$ cat config.mk
export PLATFORM = sky130hd
export DESIGN_NAME = if_fetch_queue
export DESIGN_NICKNAME = d
export VERILOG_FILES = /design/src/rtl/if_fetch_queue_pkg.sv /design/src/rtl/if_fetch_queue_sync_fifo.sv /design/src/rtl/if_fetch_queue.sv
export SDC_FILE = /design/constraint.sdc
export NUM_CORES = 1
export LEC_CHECK = 0
export CAP_MARGIN = 20
export CORE_MARGIN = 1
export CORE_UTILIZATION = 50
export DETAILED_ROUTE_END_ITERATION = 16
export GPL_ROUTABILITY_DRIVEN = 0
export MAX_ROUTING_LAYER = met4
export PLACE_DENSITY = 0.7
export SYNTH_ARGS = -nofsm -noshare
export SYNTH_HDL_FRONTEND = slang
export SYNTH_SLANG_ARGS = --single-unit
export TNS_END_PERCENT = 20
$ cat constraint.sdc
create_clock -name clk -period 4.6 [get_ports clk]
set_input_delay 0.92 -clock clk [delete_from_list [all_inputs] [get_ports clk]]
set_output_delay 0.92 -clock clk [all_outputs]
set_load 0.005 [all_outputs]
$ cat src/rtl/if_fetch_queue_pkg.sv
// Shared cpu package: fetch FSM states, redirect select and NOP encoding.
package if_fetch_queue_pkg;

   typedef enum logic [1:0] {
      ST_FETCH = 2'd0,
      ST_DRAIN = 2'd1,
      ST_HALT  = 2'd2
   } fq_state_e;

   typedef enum logic [1:0] {
      RS_NONE   = 2'd0,
      RS_BRANCH = 2'd1,
      RS_FLUSH  = 2'd2
   } redir_sel_e;

   localparam logic [31:0] NOP_INSN = 32'h0000_0013;

   // Flush outranks a taken branch.
   function automatic redir_sel_e redir_sel(input logic flush,
                                            input logic br);
      if (flush)
         return RS_FLUSH;
      else if (br)
         return RS_BRANCH;
      else
         return RS_NONE;
   endfunction

endpackage

$ cat src/rtl/if_fetch_queue_sync_fifo.sv
// Synchronous FIFO with occupancy count and clear.
// DEPTH must be a power of 2.
module sync_fifo #(
   parameter int WIDTH = 32,
   parameter int DEPTH = 4
) (
   input  logic                     clk,
   input  logic                     reset,
   input  logic                     i_clr,
   input  logic                     i_push,
   input  logic [WIDTH-1:0]         i_data,
   input  logic                     i_pop,
   output logic [WIDTH-1:0]         o_data,
   output logic                     o_full,
   output logic                     o_empty,
   output logic [$clog2(DEPTH):0]   o_count
);

   localparam int PTR_W = $clog2(DEPTH);
   localparam int CNT_W = PTR_W + 1;

   logic [WIDTH-1:0] r_mem [DEPTH];
   logic [PTR_W-1:0] r_wr;
   logic [PTR_W-1:0] r_rd;
   logic [CNT_W-1:0] r_cnt;
   logic             w_push;
   logic             w_pop;

   assign o_full  = (r_cnt == CNT_W'(DEPTH));
   assign o_empty = (r_cnt == '0);
   assign o_count = r_cnt;
   assign o_data  = r_mem[r_rd];

   assign w_pop  = i_pop & ~o_empty;
   assign w_push = i_push & (~o_full | w_pop);

   always_ff @(posedge clk) begin
      if (reset || i_clr) begin
         r_wr  <= '0;
         r_rd  <= '0;
         r_cnt <= '0;
      end else begin
         if (w_push) begin
            r_mem[r_wr] <= i_data;
            r_wr        <= r_wr + 1'b1;
         end
         if (w_pop)
            r_rd <= r_rd + 1'b1;
         r_cnt <= r_cnt + CNT_W'(w_push) - CNT_W'(w_pop);
      end
   end

endmodule

$ cat src/rtl/if_fetch_queue.sv
// Instruction fetch queue: issues fetches, tags responses, drains on redirect.
// Define IF_FETCH_BYPASS_EN to present a response to decode in its arrival cycle.
module if_fetch_queue
   import if_fetch_queue_pkg::*;
#(
   parameter int                ADDR_W   = 30,
   parameter int                DATA_W   = 32,
   parameter int                DEPTH    = 4,
   parameter logic [ADDR_W-1:0] RESET_PC = '0
) (
   input  logic              clk,
   input  logic              reset,
   output logic              o_mem_req,
   output logic [ADDR_W-1:0] o_mem_addr,
   input  logic              i_mem_gnt,
   input  logic              i_mem_rvalid,
   input  logic [DATA_W-1:0] i_mem_rdata,
   input  logic              i_flush,
   input  logic [ADDR_W-1:0] i_new_pc,
   input  logic              i_br_taken,
   input  logic [ADDR_W-1:0] i_br_addr,
   output logic              o_if_valid,
   output logic [ADDR_W-1:0] o_if_pc,
   output logic [DATA_W-1:0] o_if_insn,
   input  logic              i_id_ready
);

   localparam int CNT_W = $clog2(DEPTH) + 1;
   localparam int SUM_W = CNT_W + 1;

   fq_state_e         r_state;
   fq_state_e         w_state_nxt;
   redir_sel_e        w_sel;
   logic [ADDR_W-1:0] r_fetch_pc;
   logic [ADDR_W-1:0] r_last_pc;
   logic [DATA_W-1:0] r_last_insn;
   logic [CNT_W-1:0]  r_drop;
   logic [ADDR_W-1:0] w_target;
   logic              w_redir;
   logic              w_gnt;
   logic              w_rsp;
   logic              w_drop_rsp;
   logic              w_keep;
   logic              w_byp;
   logic              w_push;
   logic              w_pop;
   logic [ADDR_W-1:0] w_tag_pc;
   logic              w_tag_full;
   logic              w_tag_empty;
   logic [CNT_W-1:0]  w_out;
   logic [ADDR_W-1:0] w_head_pc;
   logic [DATA_W-1:0] w_head_insn;
   logic              w_q_full;
   logic              w_q_empty;
   logic [CNT_W-1:0]  w_fill;
   logic [CNT_W-1:0]  w_fill_nxt;
   logic [CNT_W-1:0]  w_out_nxt;
   logic [CNT_W-1:0]  w_drop_nxt;
   logic [SUM_W-1:0]  w_sum_nxt;
   logic [ADDR_W-1:0] w_if_pc;
   logic [DATA_W-1:0] w_if_insn;

   assign w_sel   = redir_sel(i_flush, i_br_taken);
   assign w_redir = (w_sel != RS_NONE);

   always_comb begin
      w_target = r_fetch_pc;
      unique case (w_sel)
         RS_FLUSH:  w_target = i_new_pc;
         RS_BRANCH: w_target = i_br_addr;
         default:   w_target = r_fetch_pc;
      endcase
   end

   assign o_mem_req  = (r_state == ST_FETCH) & ~w_redir
                     & ~w_tag_full & ~w_q_full;
   assign o_mem_addr = r_fetch_pc;
   assign w_gnt      = o_mem_req & i_mem_gnt;

   // Every response pops its tag, dropped or not, to keep tags aligned.
   assign w_rsp      = i_mem_rvalid & ~w_tag_empty;
   assign w_drop_rsp = w_rsp & (w_redir | (r_drop != '0));
   assign w_keep     = w_rsp & ~w_drop_rsp;

`ifdef IF_FETCH_BYPASS_EN
   assign w_byp  = w_keep & w_q_empty;
   assign w_push = w_keep & ~(w_byp & i_id_ready);
`else
   assign w_byp  = 1'b0;
   assign w_push = w_keep;
`endif

   assign w_pop = i_id_ready & ~w_q_empty & ~w_redir;

   sync_fifo #(
      .WIDTH (ADDR_W),
      .DEPTH (DEPTH)
   ) u_tag_fifo (
      .clk     (clk),
      .reset   (reset),
      .i_clr   (1'b0),
      .i_push  (w_gnt),
      .i_data  (r_fetch_pc),
      .i_pop   (w_rsp),
      .o_data  (w_tag_pc),
      .o_full  (w_tag_full),
      .o_empty (w_tag_empty),
      .o_count (w_out)
   );

   sync_fifo #(
      .WIDTH (ADDR_W + DATA_W),
      .DEPTH (DEPTH)
   ) u_insn_fifo (
      .clk     (clk),
      .reset   (reset),
      .i_clr   (w_redir),
      .i_push  (w_push),
      .i_data  ({w_tag_pc, i_mem_rdata}),
      .i_pop   (w_pop),
      .o_data  ({w_head_pc, w_head_insn}),
      .o_full  (w_q_full),
      .o_empty (w_q_empty),
      .o_count (w_fill)
   );

   always_comb begin
      w_if_pc   = r_last_pc;
      w_if_insn = r_last_insn;
      if (!w_q_empty) begin
         w_if_pc   = w_head_pc;
         w_if_insn = w_head_insn;
      end else if (w_byp) begin
         w_if_pc   = w_tag_pc;
         w_if_insn = i_mem_rdata;
      end
   end

   assign o_if_valid = ~w_q_empty | w_byp;
   assign o_if_pc    = w_if_pc;
   assign o_if_insn  = w_if_insn;

   always_comb begin
      w_out_nxt  = w_out + CNT_W'(w_gnt) - CNT_W'(w_rsp);
      w_fill_nxt = w_redir ? '0
                 : w_fill + CNT_W'(w_push) - CNT_W'(w_pop);
      // Everything still in flight after a redirect is stale.
      w_drop_nxt = w_redir ? w_out - CNT_W'(w_rsp)
                 : r_drop - CNT_W'(w_drop_rsp);
      w_sum_nxt  = {1'b0, w_fill_nxt} + {1'b0, w_out_nxt};
   end

   always_comb begin
      w_state_nxt = r_state;
      if (w_redir) begin
         w_state_nxt = (w_out_nxt != '0) ? ST_DRAIN : ST_FETCH;
      end else begin
         unique case (r_state)
            ST_FETCH:
               if (w_sum_nxt == SUM_W'(DEPTH))
                  w_state_nxt = ST_HALT;
            ST_HALT:
               if (w_sum_nxt < SUM_W'(DEPTH))
                  w_state_nxt = ST_FETCH;
            ST_DRAIN:
               if (w_drop_nxt == '0)
                  w_state_nxt = ST_FETCH;
            default:
               w_state_nxt = ST_FETCH;
         endcase
      end
   end

   always_ff @(posedge clk) begin
      if (reset) begin
         r_state     <= ST_FETCH;
         r_fetch_pc  <= RESET_PC;
         r_drop      <= '0;
         r_last_pc   <= RESET_PC;
         r_last_insn <= '0;
      end else begin
         r_state     <= w_state_nxt;
         r_drop      <= w_drop_nxt;
         r_last_pc   <= w_if_pc;
         r_last_insn <= w_if_insn;
         if (w_redir)
            r_fetch_pc <= w_target;
         else if (w_gnt)
            r_fetch_pc <= r_fetch_pc + 1'b1;
      end
   end

endmodule
---- Word level (Yosys, flattened, before mapping) ----
Memory sizes are Yosys's and may differ from the RTL's. A register that Yosys moved wholly into a read port is not among the register bits.
Cells that the tools add are included.
W data, S select, Z words.
cells by class
  reductions and logical operators ........ 11
  mux-type cells .......................... 25
  bitwise gates (word level) .............. 22
  add/sub/neg operators ................... 16
  magnitude comparators ................... 1
  equal/unequal tests ..................... 11
operators with widths
  kind                     count
  $mux W30                 3
  $pmux W30 S2             1
  $mux W32                 1
  $add A30 B1 Y30 const B  1
  $mux W2                  9
  $sub A3 B1 Y3            6
  $and A1 B1 Y1            13
  $add A3 B1 Y3            4
  $logic_not A3 Y1         3
  $add A2 B1 Y2 const B    4
  $mux W1                  8
  $eq A3 B3 Y1 const B     2
  $mux W3                  2
  $ne A3 B2 Y1 const B     2
  $not A1 Y1               6
  $pmux W2 S3              1
  $reduce_bool A3 Y1       2
  $add A3 B3 Y4            1
  $eq A2 B1 Y1 const B     2
  $eq A2 B2 Y1 const B     2
  $eq A4 B3 Y1 const B     1
  $lt A4 B3 Y1 const B     1
  $reduce_bool A2 Y1       2
  $ne A3 B1 Y1 const B     1
  6 further kinds          8
storage, ports and cells
  register bits after elaboration ......... 111
  memories ................................ 2
  bits of input ports ..................... 99
  memory bits (writable) .................. 368
  output and inout port bits .............. 94
  logic and storage cells ................. 99
memory list
  name               words  width  rd ports  clocked after Yosys merged registers in  wr ports  line                            RTL
  u_insn_fifo.r_mem  4      62     1         1                                        1         if_fetch_queue_sync_fifo.sv:22  logic [WIDTH-1:0] r_mem [DEPTH];
  u_tag_fifo.r_mem   4      30     1         1                                        1         if_fetch_queue_sync_fifo.sv:22

---- Depth between registers and ports, before layout ----
Gate-level depths: netlist (run 1).
  depth after elaboration ................. 15
  gate-level depth with buffers ........... 16

---- Modules after synthesis ----
From an unflattened synthesis (run 1), not the netlist that was laid out.
second synthesis, totals
  cell total of the unflattened synthesis .. 1110
  area, all modules ....................... 19334.8 µm²
by module, submodules not included
  module                    cells each  instances  area each (µm²)
  sync_fifo at u_insn_fifo  371         1          9486.6
  if_fetch_queue            536         1          5036.1
  sync_fifo at u_tag_fifo   203         1          4812.1

---- Least setup slack after synthesis (run 1) ----
OpenSTA, ideal clock, no wires.
  path type ............................... input to register
  from .................................... in i_br_taken
  to ...................................... reg r_state[1]
  cell stages on the path ................. 16
  required time ........................... 4485 ps
  data arrival time ....................... 3972 ps
  setup slack ............................. 514 ps
  cells stage by stage .................... clkbuf_1 -> nor2_1 -> clkbuf_1 -> buf_1 -> and3_1 -> ha_1 -> inv_1 -> ha_1 -> inv_1 -> fa_1 -> nor2_1 -> ha_1 -> a21o_1 -> a21oi_1 -> a21oi_1 -> a2111oi_0
between the ends
  longest elaborated chain between the ends .. 14
ends and longest elaborated chain
  element                                                               line                                                              RTL
  start, declared                                                       if_fetch_queue.sv:20                                              input logic i_br_taken,
  $mux W1 (*)                                                           if_fetch_queue_pkg.sv:23                                          else if (br)
  $mux W2 (*)                                                           if_fetch_queue_pkg.sv:21                                          if (flush)
  $reduce_bool A2 Y1 (*)                                                if_fetch_queue.sv:64                                              assign w_redir = (w_sel != RS_NONE);
  $or A1 B1 Y1 / $not A1 Y1 (equally long branches)                     if_fetch_queue.sv:82, if_fetch_queue.sv:75, if_fetch_queue.sv:93
  $and A1 B1 Y1, on equally long branches                               if_fetch_queue.sv:82, if_fetch_queue.sv:75
  $not A1 Y1 / $and A1 B1 Y1 (equally long branches)                    if_fetch_queue.sv:83, if_fetch_queue.sv:76
  $and A1 B1 Y1, on equally long branches                               if_fetch_queue.sv:83, if_fetch_queue.sv:76
  $add A3 B1 Y3 / $and A1 B1 Y1 (equally long branches)                 if_fetch_queue.sv:146, if_fetch_queue.sv:78
  $sub A3 B1 Y3 / $add A3 B1 Y3 (equally long branches)                 if_fetch_queue.sv:146, if_fetch_queue.sv:144
  $mux W3 / $sub A3 B1 Y3 (equally long branches)                       if_fetch_queue.sv:145, if_fetch_queue.sv:144
  $add A3 B3 Y4                                                         if_fetch_queue.sv:150                                             w_sum_nxt = {1'b0, w_fill_nxt} + {1'b0, w_out_nxt};
  $lt A4 B3 Y1 / $eq A4 B3 Y1 (equally long branches)                   if_fetch_queue.sv:163, if_fetch_queue.sv:160
  $ne A3 B2 Y1 (no source line) / $ne A3 B1 Y1 (equally long branches)  -
  $reduce_and A3 Y1 (no source line)                                    -
  end signal, assigned                                                  if_fetch_queue.sv:182                                             r_state <= w_state_nxt;
  end, declared                                                         if_fetch_queue.sv:31                                              fq_state_e r_state;
Every way passes the cells marked *; elsewhere a longest branch is shown, timed or not.
A chain may end at the register's enable or synchronous reset.

---- Worst setup path in the final report (run 1) ----
Same ends and word-level chain as after synthesis.

==> out/results.tsv, run 1 <==
stage	metric	value	unit
run	MaxCap Viol Count	0	
drt	uppermost signal routing layer after detailed routing	met4	
placement	number of port buffers	192	
clock_tree	number of gates resized after CTS	0	
synth	most used flip-flop cell after synthesis	sky130_fd_sc_hd__edfxtp_1	
worst_hold_path	Hold Crit Endpoint	r_state[1]	
drt	final antenna-violating net count	0	
die	boundary pin count	193	
setup_path	data arrival time of the worst path	4.37	ns
power	total power draw	0.0100	W
synth	synthesized area	19000	um^2
worst_hold_path	worst min-delay path category	reg -> reg	
setup_path	startpoint of the lowest-slack register-to-register path	u_insn_fifo.o_count[1]	
global_route	grt ovf	0	
global_route	antenna violations before repair	0	
clock_tree	cts hold-fix bufs	0	
setup_path	depth of the worst register-to-register path	13	
cells_and_area	most common cell after layout, fill and taps aside	sky130_fd_sc_hd__edfxtp_1	
synth	Yosys Warn Count	0	
clock_tree	clk slew on worst S/H paths	0.05	ns
setup_path	cells traversed along the worst timing path	clkdlybuf4s50_1, or2_1, nor4_1, nand2_1, ha_1, inv_1, ha_1, inv_1, fa_1, nor2_1, ha_1, a21o_1, a21oi_1, a21oi_1, a2111oi_0	
worst_hold_path	Hold Path Stages	1	
cells_and_area	number of antenna repair diodes	0	
cells_and_area	flip-flop and latch area	13400	um^2
die	CORE AREA	37600	um^2
cells_and_area	nets	1434	
cells_and_area	filler cell count in the final layout	2728	
clock_tree	buffer count from post-CTS setup fixing	0	
cells_and_area	Multi-input gate area	5400	um^2
clock_tree	CTS sink cnt	483	
synth	ranking of synthesized cells by area	sky130_fd_sc_hd__edfxtp_1, sky130_fd_sc_hd__dfxtp_1, sky130_fd_sc_hd__mux4_2	
cells_and_area	Area Growth Syn to Fin	23.1	%
setup_path	Crit path buffers/inverters	3	
die	die span in x	197	um
synth	async set-or-reset flop fraction in the synthesized netlist	0	%
timing	final period demand of the worst path	3.95	ns
synth	cell count after synthesis	1082	
setup_path	Worst path top cell family by delay	adder cells	
global_route	largest net degree at the start of global routing	48	
global_route	via count of the first global-routing pass	10900	
setup_path	critical path startpoint category	primary input	
synth	count of cell types in the netlist	61	
drt	total met3 wirelength after detailed routing	2010	um
cells_and_area	layout cells sized above 1	21.5	%
setup_path	Critical Path End Type	register	
placement	Cell Count Post-Placement	1766	
die	initial core utilization	50.7	%
timing	transition time of the tightest slew-check pin	1.02	ns
timing	post-route fraction of the period consumed by the critical path	85.9	%
timing	Post-Route Setup TNS	0	ns
setup_path	Register-to-Register Setup Slack	1.07	ns
timing	Final setup viols	0	
die	die boundary height	197	um
cells_and_area	highest-count cells in the layout ignoring fill and taps	sky130_fd_sc_hd__edfxtp_1, sky130_fd_sc_hd__clkdlybuf4s50_1, sky130_fd_sc_hd__dfxtp_1, sky130_fd_sc_hd__mux4_2, sky130_fd_sc_hd__mux2_2	
drt	overall routed net length	41300	um
global_route	global-route wire length before repair	63600	um
clock_tree	clock latency at the later pin of the worst-skew pair	0.56	ns
cells_and_area	fin cells	1857	
drt	routed wl met2	20300	um
setup_path	critical path type	in -> reg	
clock_tree	Inserted Clock Buffers	49	
placement	half-perimeter wire length after detailed placement	26400	um
setup_path	required time at the endpoint of the critical path	5.02	ns
setup_path	longest individual stage delay on the worst path	0.54	ns
drt	average wire per standard cell	22.2	um
timing	final-report hold violation count	0	
synth	sequential fraction of the synthesis area	70.1	%
clock_tree	maximum clock path buffer count	3	
drt	1st-iter DRT viols	789	
synth	number of synthesized flops with an enable pin	368	
drt	total iterations of the first detailed-routing run	5	
synth	average instance area after synthesis	17.6	um^2
setup_path	CP max-delay cell	sky130_fd_sc_hd__clkdlybuf4s50_1	
global_route	Tot GR Track Use	22.5	%
synth	area share of the largest cell type after synthesis	58.0	%
drt	vias after detailed routing	10500	
power	power per cell area	428	nW/um^2
clock_tree	deepest level of the CTS H-tree	2	
die	# rows	71	
setup_path	critical-path maximum fanout	2	
drt	count of unresolved DRC violations after routing	0	
outcome	status	complete, no violations	
synth	synthesized net count	1210	
setup_path	cell mode on critical path	sky130_fd_sc_hd__ha_1	
synth	Yosys top cell by area	sky130_fd_sc_hd__edfxtp_1	
worst_hold_path	Hold Path Origin	r_state[0]	
synth	Yosys reg bits	483	
drt	sum of routed wire segments on met1	17800	um
timing	Fmax	0.253	GHz
timing	Clock Skews	0.0235	ns
die	area enclosed by the die boundary	38900	um^2
clock_tree	TritonCTS clock tree	yes	
timing	unrepaired setup endpoints after global routing	no	
power	worst-case vdd ir drop	0.252	mV
timing	pins over their slew limit	0	
timing	relative slew slack	31.2	%
clock_tree	CTS root buf	sky130_fd_sc_hd__clkbuf_16	
drt	detail-routed via count per cell	5.67	
power	leakage power	7.82	nW
setup_path	endpoint of the worst register-to-register path	r_state[1]	
## state kept, by name, summed over array words and instances, names as in the netlist, named ones only
name and flops:
u_tag_fifo.r_wr 2, u_insn_fifo.o_count 3, u_insn_fifo.r_mem 248, r_last_insn 32
u_insn_fifo.r_wr 2, u_tag_fifo.o_count 3, r_drop 3, u_insn_fifo.r_rd 2
r_state 2, u_tag_fifo.r_mem 120, o_mem_addr 30, r_last_pc 30
u_tag_fifo.r_rd 2
## metal layers
metal,up-vias,track usage [%]
met3,68,2.92
met5,-,-
met1,5394,29.7
met2,343,36.3
met4,0,7.55
li1,4732,-
## final cells by class
| class | instances | share of cell area [%] |
|---|---|---|
| inverters | 23 | 0.368 |
| clock buffers | 66 | 5.73 |
| repair buffers | 230 | 9.88 |
| flip-flops and latches | 483 | 57.0 |
| multi-input cells | 519 | 23.1 |
| clock inverters | 25 | 1.24 |
| well taps | 511 | 2.73 |
## metrics by stage
stage          instance area (um^2)  hold WS [ns]  setup slack [ns]  utilization, %
6_report                      23400         0.501             0.650            62.4
2_1_floorplan                 19000         0.447             0.514               -
3_5_place_dp                  21800         0.495            0.0742            58.0
3_3_place_gp                  21800         0.485             0.128            58.0
5_1_grt                       23400         0.535             0.341            62.4
4_1_cts                       23400         0.511             0.595            62.4
## cell usage after synthesis, types with 14 or more instances
library cell               instances
sky130_fd_sc_hd__nand2_1          22
sky130_fd_sc_hd__xnor2_1          18
sky130_fd_sc_hd__clkbuf_1         39
sky130_fd_sc_hd__dfxtp_1         115
sky130_fd_sc_hd__mux4_2           92
sky130_fd_sc_hd__a21oi_1          15
sky130_fd_sc_hd__edfxtp_1        368
sky130_fd_sc_hd__mux2_2           62
sky130_fd_sc_hd__nor2_1           38
sky130_fd_sc_hd__and2_1           35
sky130_fd_sc_hd__ha_1             24
sky130_fd_sc_hd__nand3_1          14
sky130_fd_sc_hd__nor3_1           15
sky130_fd_sc_hd__and3_1           16
sky130_fd_sc_hd__inv_1            22
sky130_fd_sc_hd__nor2b_1          37
## worst max path at each step
stage / startpoint / end / slack (ns) / cells past startpoint
after floorplan: i_br_taken / r_state[1] / 0.51 / 16
after global placement: i_br_taken / r_state[1] / 0.13 / 15
after detailed placement: i_br_taken / r_state[1] / 0.07 / 15
after CTS: i_br_taken / r_state[1] / 0.60 / 15
after global routing: i_br_taken / r_state[1] / 0.34 / 15
final: i_br_taken / r_state[1] / 0.65 / 15
## power by group
part	leakage, nW	internal [W]	switching (W)
clock	0.781	0.00239	0.00159
sequential	4.27	0.00488	0.000133
combinational	2.77	0.000514	0.000514
total	7.82	0.00778	0.00224
## kinds of logic after synthesis
group / after synthesis / share of synthesized area [%]
xor gates and xnor gates: 26 / 1.20
DFF: 483 / 70.1
buffers and inverters: 80 / 1.68
AOI/OAI and AO/OA: 94 / 3.68
adders and majority gates: 29 / 2.10
muxes: 158 / 14.8
and+or+nand+nor: 212 / 6.48
(Power assumes the default switching activity.)
==> run 2, diff against run 1 <==
--- a/config.mk
+++ b/config.mk
@@ -11,7 +11,7 @@
 export DETAILED_ROUTE_END_ITERATION = 16
 export GPL_ROUTABILITY_DRIVEN = 0
 export MAX_ROUTING_LAYER = met4
-export PLACE_DENSITY = 0.7
+export PLACE_DENSITY = 0.73
 export SYNTH_ARGS = -nofsm -noshare
 export SYNTH_HDL_FRONTEND = slang
 export SYNTH_SLANG_ARGS = --single-unit
==> run 2 against run 1 <==
Net effect: power is 0.25% higher; hold slack better by 0.023 ns; sequential cell count stayed put; setup slack worse by 0.035 ns; global-route usage is 0.14 points lower; wire length is 0.32% higher; cell area is 0.25% lower; critical endpoint unchanged; largest power group unchanged.
==> out/results.tsv, run 2 (synthesized netlist as in run 1, its figures left out) <==
stage	metric	value	unit	change
die	die span in x	197	um	unchanged
setup_path	longest individual stage delay on the worst path	0.54	ns	about the same
timing	Clock Skews	0.0385	ns	+0.0149 ns
setup_path	endpoint of the worst register-to-register path	r_state[1]		
cells_and_area	nets	1436		+0.14%
placement	number of port buffers	192		unchanged
drt	overall routed net length	41400	um	+0.32%
die	# rows	71		unchanged
clock_tree	CTS sink cnt	483		unchanged
cells_and_area	register bank with the most flops	u_insn_fifo.r_mem		
setup_path	cell mode on critical path	sky130_fd_sc_hd__ha_1		
cells_and_area	highest-count cells in the layout ignoring fill and taps	sky130_fd_sc_hd__edfxtp_1, sky130_fd_sc_hd__clkdlybuf4s50_1, sky130_fd_sc_hd__dfxtp_1, sky130_fd_sc_hd__mux4_2, sky130_fd_sc_hd__mux2_2		
global_route	Tot GR Track Use	22.3	%	-0.14 points
die	initial core utilization	50.7	%	unchanged
global_route	global-route wire length before repair	63100	um	-0.78%
global_route	via count of the first global-routing pass	10800		-0.55%
clock_tree	CTS root buf	sky130_fd_sc_hd__clkbuf_16		
drt	detail-routed via count per cell	5.65		-0.43%
drt	total iterations of the first detailed-routing run	6		+1
drt	average wire per standard cell	22.3	um	+0.16%
placement	post-place setup slack	0.0332	ns	-0.0410 ns
global_route	grt ovf	0		unchanged
timing	final worst setup slack	0.614	ns	-0.0355 ns
timing	post-route fraction of the period consumed by the critical path	86.6	%	+0.77 points
worst_hold_path	Hold Path Origin	u_tag_fifo.r_rd[0]		
drt	vias after detailed routing	10500		-0.27%
cells_and_area	fin cells	1860		+0.16%
cells_and_area	flip-flop count of the largest register after layout	248		unchanged
power	worst-case vdd ir drop	0.294	mV	+17%
drt	1st-iter DRT viols	959		+22%
setup_path	Register-to-Register Setup Slack	1.06	ns	about the same
timing	unrepaired setup endpoints after global routing	no		
clock_tree	clock latency at the later pin of the worst-skew pair	0.59	ns	+0.03 ns
cells_and_area	Largest regs	u_insn_fifo.r_mem (248), u_tag_fifo.r_mem (120), r_last_insn (32)		
setup_path	depth of the worst register-to-register path	13		unchanged
die	die boundary height	197	um	unchanged
timing	transition time of the tightest slew-check pin	0.962	ns	-0.0607 ns
cells_and_area	most common cell after layout, fill and taps aside	sky130_fd_sc_hd__edfxtp_1		
die	CORE AREA	37600	um^2	unchanged
power	total power draw	0.0100	W	+0.25%
setup_path	Worst path top cell family by delay	adder cells		
cells_and_area	number of antenna repair diodes	0		unchanged
global_route	antenna violations before repair	0		unchanged
setup_path	Critical Path End Type	register		
timing	pins over their slew limit	0		unchanged
clock_tree	clk slew on worst S/H paths	0.06	ns	about the same
setup_path	critical path type	in -> reg		
drt	count of unresolved DRC violations after routing	0		unchanged
die	boundary pin count	193		unchanged
setup_path	required time at the endpoint of the critical path	5.03	ns	about the same
setup_path	Crit path buffers/inverters	3		unchanged
clock_tree	buffer count from post-CTS setup fixing	0		unchanged
setup_path	cells traversed along the worst timing path	clkdlybuf4s50_1, or2_1, nor4_1, nand2_1, ha_1, inv_1, ha_1, inv_1, fa_1, nor2_1, ha_1, a21o_1, a21oi_1, a21oi_1, a2111oi_0		
cells_and_area	layout cells sized above 1	21.7	%	+0.17 points
clock_tree	deepest level of the CTS H-tree	2		unchanged
setup_path	CP max-delay cell	sky130_fd_sc_hd__clkdlybuf4s50_1		
placement	half-perimeter wire length after detailed placement	26100	um	-1.3%
clock_tree	maximum clock path buffer count	3		unchanged
timing	final-report hold violation count	0		unchanged
setup_path	critical-path maximum fanout	2		unchanged
worst_hold_path	worst min-delay path category	reg -> reg		
placement	Cell Count Post-Placement	1768		+0.11%
clock_tree	TritonCTS clock tree	yes		
power	power per cell area	430	nW/um^2	+0.50%
clock_tree	number of gates resized after CTS	0		unchanged
drt	final antenna-violating net count	0		unchanged
clock_tree	Inserted Clock Buffers	49		unchanged
timing	final period demand of the worst path	3.99	ns	+0.0355 ns
setup_path	data arrival time of the worst path	4.42	ns	+0.05 ns
power	leakage power	7.81	nW	-0.10%
run	MaxCap Viol Count	0		unchanged
outcome	status	complete, no violations		
timing	Fmax	0.251	GHz	-0.89%
worst_hold_path	Hold Path Stages	2		+1
setup_path	Worst path depth	15		unchanged
timing	relative slew slack	35.3	%	+4.1 points
timing	Post-Route Setup TNS	0	ns	unchanged
die	area enclosed by the die boundary	38900	um^2	unchanged
setup_path	critical path startpoint category	primary input		
setup_path	startpoint of the lowest-slack register-to-register path	u_insn_fifo.o_count[1]		
cells_and_area	Area Growth Syn to Fin	22.8	%	
timing	Final setup viols	0		unchanged
clock_tree	cts hold-fix bufs	0		unchanged
global_route	largest net degree at the start of global routing	52		+8.3%
## run 2: changes by cell type in the layout (fill, tap and decap cells not counted), sizes merged
cell	before	now
clkbuf	66	63
buf	39	41
clkinv	12	16
## run 2: worst max path at each step
stage	start	endpoint	slack, ns
after floorplan	i_br_taken	r_state[1]	0.51
after global placement	i_br_taken	r_state[1]	0.13
after detailed placement	i_br_taken	r_state[1]	0.03
after CTS	u_insn_fifo.o_count[1]	o_if_pc[28]	0.56
after global routing	i_br_taken	r_state[1]	0.38
final	i_br_taken	r_state[1]	0.61
## run 2: final cells by class
type / count / area [um^2]
clock buffers: 63 / 1300
fillers: 2701 / 14200
flip-flops and latches: 483 / 13400
repair buffers: 232 / 2250
well taps: 511 / 639
inverters: 23 / 86.3
multi-input cells: 519 / 5400
clock inverters: 29 / 337
## run 2: per-layer routing
| layer | GRT usage (%) | part of all wire [%] | vias up |
|---|---|---|---|
| met3 | 3.84 | 6.1 | 74 |
| met4 | 7.52 | 2.8 | 0 |
| met5 | - | 0 | - |
| li1 | - | - | 4733 |
| met1 | 29.3 | 43 | 5322 |
| met2 | 35.6 | 48 | 380 |
## run 2: power by group
part           total [W]  internal [W]  switching (W)
clock network    0.00399       0.00235        0.00164
logic            0.00108      0.000521       0.000560
registers        0.00498       0.00488       0.000101
## run 2: stage by stage
stage / area (um^2) / utilization [%] / hold WS, ns
finish: 23400 / 62.2 / 0.523
global route: 23400 / 62.2 / 0.555
CTS: 23400 / 62.2 / 0.524
detailed placement: 21700 / 57.9 / 0.509
global placement: 21700 / 57.9 / 0.494
floorplan: 19000 / - / 0.447
## run 2: worst min-delay path, delay by kind of cell, from the launching register on
family / cells / cell delay, ns
flops: 1 / 0.34
xor+xnor: 1 / 0.09
simple gates: 1 / 0.08
==> run 3, diff against run 2 <==
--- a/config.mk
+++ b/config.mk
@@ -9,9 +9,10 @@
 export CORE_MARGIN = 1
 export CORE_UTILIZATION = 50
 export DETAILED_ROUTE_END_ITERATION = 16
+export DONT_BUFFER_PORTS = 1
 export GPL_ROUTABILITY_DRIVEN = 0
 export MAX_ROUTING_LAYER = met4
-export PLACE_DENSITY = 0.73
+export PLACE_DENSITY = 0.66
 export SYNTH_ARGS = -nofsm -noshare
 export SYNTH_HDL_FRONTEND = slang
 export SYNTH_SLANG_ARGS = --single-unit
==> run 3 against run 2 <==
Net effect: hold slack worse by 0.11 ns; utilization down 5.3 points; critical endpoint unchanged; register-to-register slack better by 0.05 ns; non-clock buffer count down 207; die area unchanged.
==> out/results.tsv, run 3 (synthesized netlist as in run 1, its figures left out) <==
stage	metric	value	unit	change
global_route	antenna violations before repair	4		+4
global_route	largest net degree at the start of global routing	77		+48%
setup_path	cell mode on critical path	sky130_fd_sc_hd__ha_1		
timing	final worst setup slack	1.11	ns	+0.493 ns
placement	post-place setup slack	0.519	ns	+0.486 ns
timing	unrepaired setup endpoints after global routing	no		
cells_and_area	area of all placed cells without fillers	21400	um^2	-8.5%
global_route	Tot GR Track Use	21.9	%	-0.41 points
setup_path	required time at the endpoint of the critical path	5.05	ns	+0.02 ns
drt	count of unresolved DRC violations after routing	0		unchanged
timing	Final setup viols	0		unchanged
die	boundary pin count	193		unchanged
cells_and_area	Area Growth Syn to Fin	12.3	%	
cells_and_area	layout cells sized above 1	24.2	%	+2.5 points
timing	transition time of the tightest slew-check pin	1.06	ns	+0.0944 ns
power	leakage power	7.07	nW	-9.6%
timing	post-route fraction of the period consumed by the critical path	75.9	%	-11 points
die	initial core utilization	50.7	%	unchanged
clock_tree	Inserted Clock Buffers	50		+2.0%
clock_tree	TritonCTS clock tree	yes		
die	die boundary height	197	um	unchanged
drt	vias after detailed routing	9642		-8.3%
clock_tree	CTS sink cnt	483		unchanged
drt	final antenna-violating net count	0		unchanged
placement	half-perimeter wire length after detailed placement	25500	um	-2.5%
timing	Clock Skews	0.0169	ns	-0.0215 ns
outcome	status	complete, no violations		
timing	final period demand of the worst path	3.49	ns	-0.493 ns
placement	number of port buffers	0		-100%
drt	average wire per standard cell	24.3	um	+9.3%
setup_path	CP max-delay cell	sky130_fd_sc_hd__or3b_1		
die	die span in x	197	um	unchanged
clock_tree	cts hold-fix bufs	0		unchanged
setup_path	Critical Path End Type	register		
clock_tree	buffer count from post-CTS setup fixing	0		unchanged
die	area enclosed by the die boundary	38900	um^2	unchanged
cells_and_area	flip-flop count of the largest register after layout	248		unchanged
clock_tree	clock latency at the later pin of the worst-skew pair	0.58	ns	about the same
cells_and_area	highest-count cells in the layout ignoring fill and taps	sky130_fd_sc_hd__edfxtp_1, sky130_fd_sc_hd__dfxtp_1, sky130_fd_sc_hd__mux4_2, sky130_fd_sc_hd__mux2_2, sky130_fd_sc_hd__clkbuf_16		
global_route	via count of the first global-routing pass	9756		-9.6%
setup_path	cells traversed along the worst timing path	or3b_1, and3_1, nand2_1, ha_1, inv_1, ha_1, fa_1, ha_1, a21o_1, a21oi_1, a21oi_1, a2111oi_0		
setup_path	critical path startpoint category	register		
timing	relative slew slack	29.6	%	-5.7 points
worst_hold_path	worst min-delay path category	in -> reg		
global_route	grt ovf	0		unchanged
global_route	global-route wire length before repair	60600	um	-4.0%
cells_and_area	most common cell after layout, fill and taps aside	sky130_fd_sc_hd__edfxtp_1		
drt	detail-routed via count per cell	5.82		+2.9%
drt	overall routed net length	40300	um	-2.6%
die	CORE AREA	37600	um^2	unchanged
timing	final-report hold violation count	0		unchanged
timing	pins over their slew limit	0		unchanged
power	power per cell area	458	nW/um^2	+6.7%
die	# rows	71		unchanged
clock_tree	maximum clock path buffer count	3		unchanged
setup_path	data arrival time of the worst path	3.94	ns	-0.48 ns
cells_and_area	register bank with the most flops	u_insn_fifo.r_mem		
drt	total iterations of the first detailed-routing run	6		unchanged
timing	Fmax	0.286	GHz	+14%
timing	Post-Route Setup TNS	0	ns	unchanged
drt	1st-iter DRT viols	593		-38%
run	MaxCap Viol Count	0		unchanged
clock_tree	CTS root buf	sky130_fd_sc_hd__clkbuf_16		
placement	area of placed instances	19800	um^2	-9.1%
cells_and_area	nets	1230		-14%
setup_path	longest individual stage delay on the worst path	0.49	ns	-0.05 ns
clock_tree	number of gates resized after CTS	0		unchanged
power	worst-case vdd ir drop	0.250	mV	-15%
cells_and_area	Largest regs	u_insn_fifo.r_mem (248), u_tag_fifo.r_mem (120), r_last_insn (32)		
setup_path	critical-path maximum fanout	6		+4
clock_tree	clk slew on worst S/H paths	0.06	ns	about the same
clock_tree	deepest level of the CTS H-tree	2		unchanged
setup_path	critical path type	reg -> reg		
==> run 3: cell types whose count changed in the layout (fill, tap and decap cells not counted), sizes merged <==
| cell | previous run | this run |
|---|---|---|
| buf | 41 | 25 |
| clkinvlp | 6 | 2 |
| diode | 0 | 4 |
| inv | 24 | 23 |
| clkdlybuf4s50 | 191 | 0 |
| clkbuf | 63 | 71 |
| bufinv | 6 | 4 |
==> run 3: stage by stage <==
step           total power [W]  cells  util [%]  hold slack (ns)
2_1_floorplan          0.00571   1082         -            0.447
3_3_place_gp           0.00593   1561      52.6            0.478
3_5_place_dp           0.00595   1561      52.6            0.511
4_1_cts                0.00992   1654      56.9            0.385
5_1_grt                 0.0102   1658      56.9            0.389
6_report               0.00981   1658      56.9            0.417
==> run 3: layer usage <==
layer  wire length, um  GRT usage [%]
met1             16800           27.5
met2             19700           34.9
met3              2830           5.67
met4              1010           7.32
met5                 0              -
==> run 3: cell type report <==
cell class                 count  area, um^2
fill                        2881       16200
multi-input combinational    519        5390
clock inverter                22         213
timing repair buffer          25         288
clock buffer                  71        1410
inverter                      23        86.3
antenna                        4        10.0
sequential                   483       13400
tap                          511         639
==> run 3: worst paths after layout <==
| check | from | endpoint | slack, ns | cells after the start |
|---|---|---|---|---|
| setup / recovery | u_insn_fifo.o_count[1] | r_state[1] | 1.11 | 12 |
| hold / removal | reset | r_last_pc[5] | 0.42 | 1 |
| setup reg to reg | u_insn_fifo.o_count[1] | r_state[1] | 1.11 | 12 |
| hold reg to reg | r_state[0] | r_state[1] | 0.52 | 1 |
==> run 3: worst max-delay path, delay by kind of cell (launching register included) <==
family	cells	cell delay, ns
AND/OR/NAND/NOR	3	0.91
buffers and inverters	1	0.06
adder cells (fa/ha/maj)	4	1.23
AO/OA/AOI/OAI	4	0.80
flip-flops	1	0.39
==> run 3: report_power, final <==
part / switching [W] / internal, W
Sequential: 0.000142 / 0.00488
Clock: 0.00160 / 0.00236
Combinational: 0.000448 / 0.000386
Total: 0.00219 / 0.00762
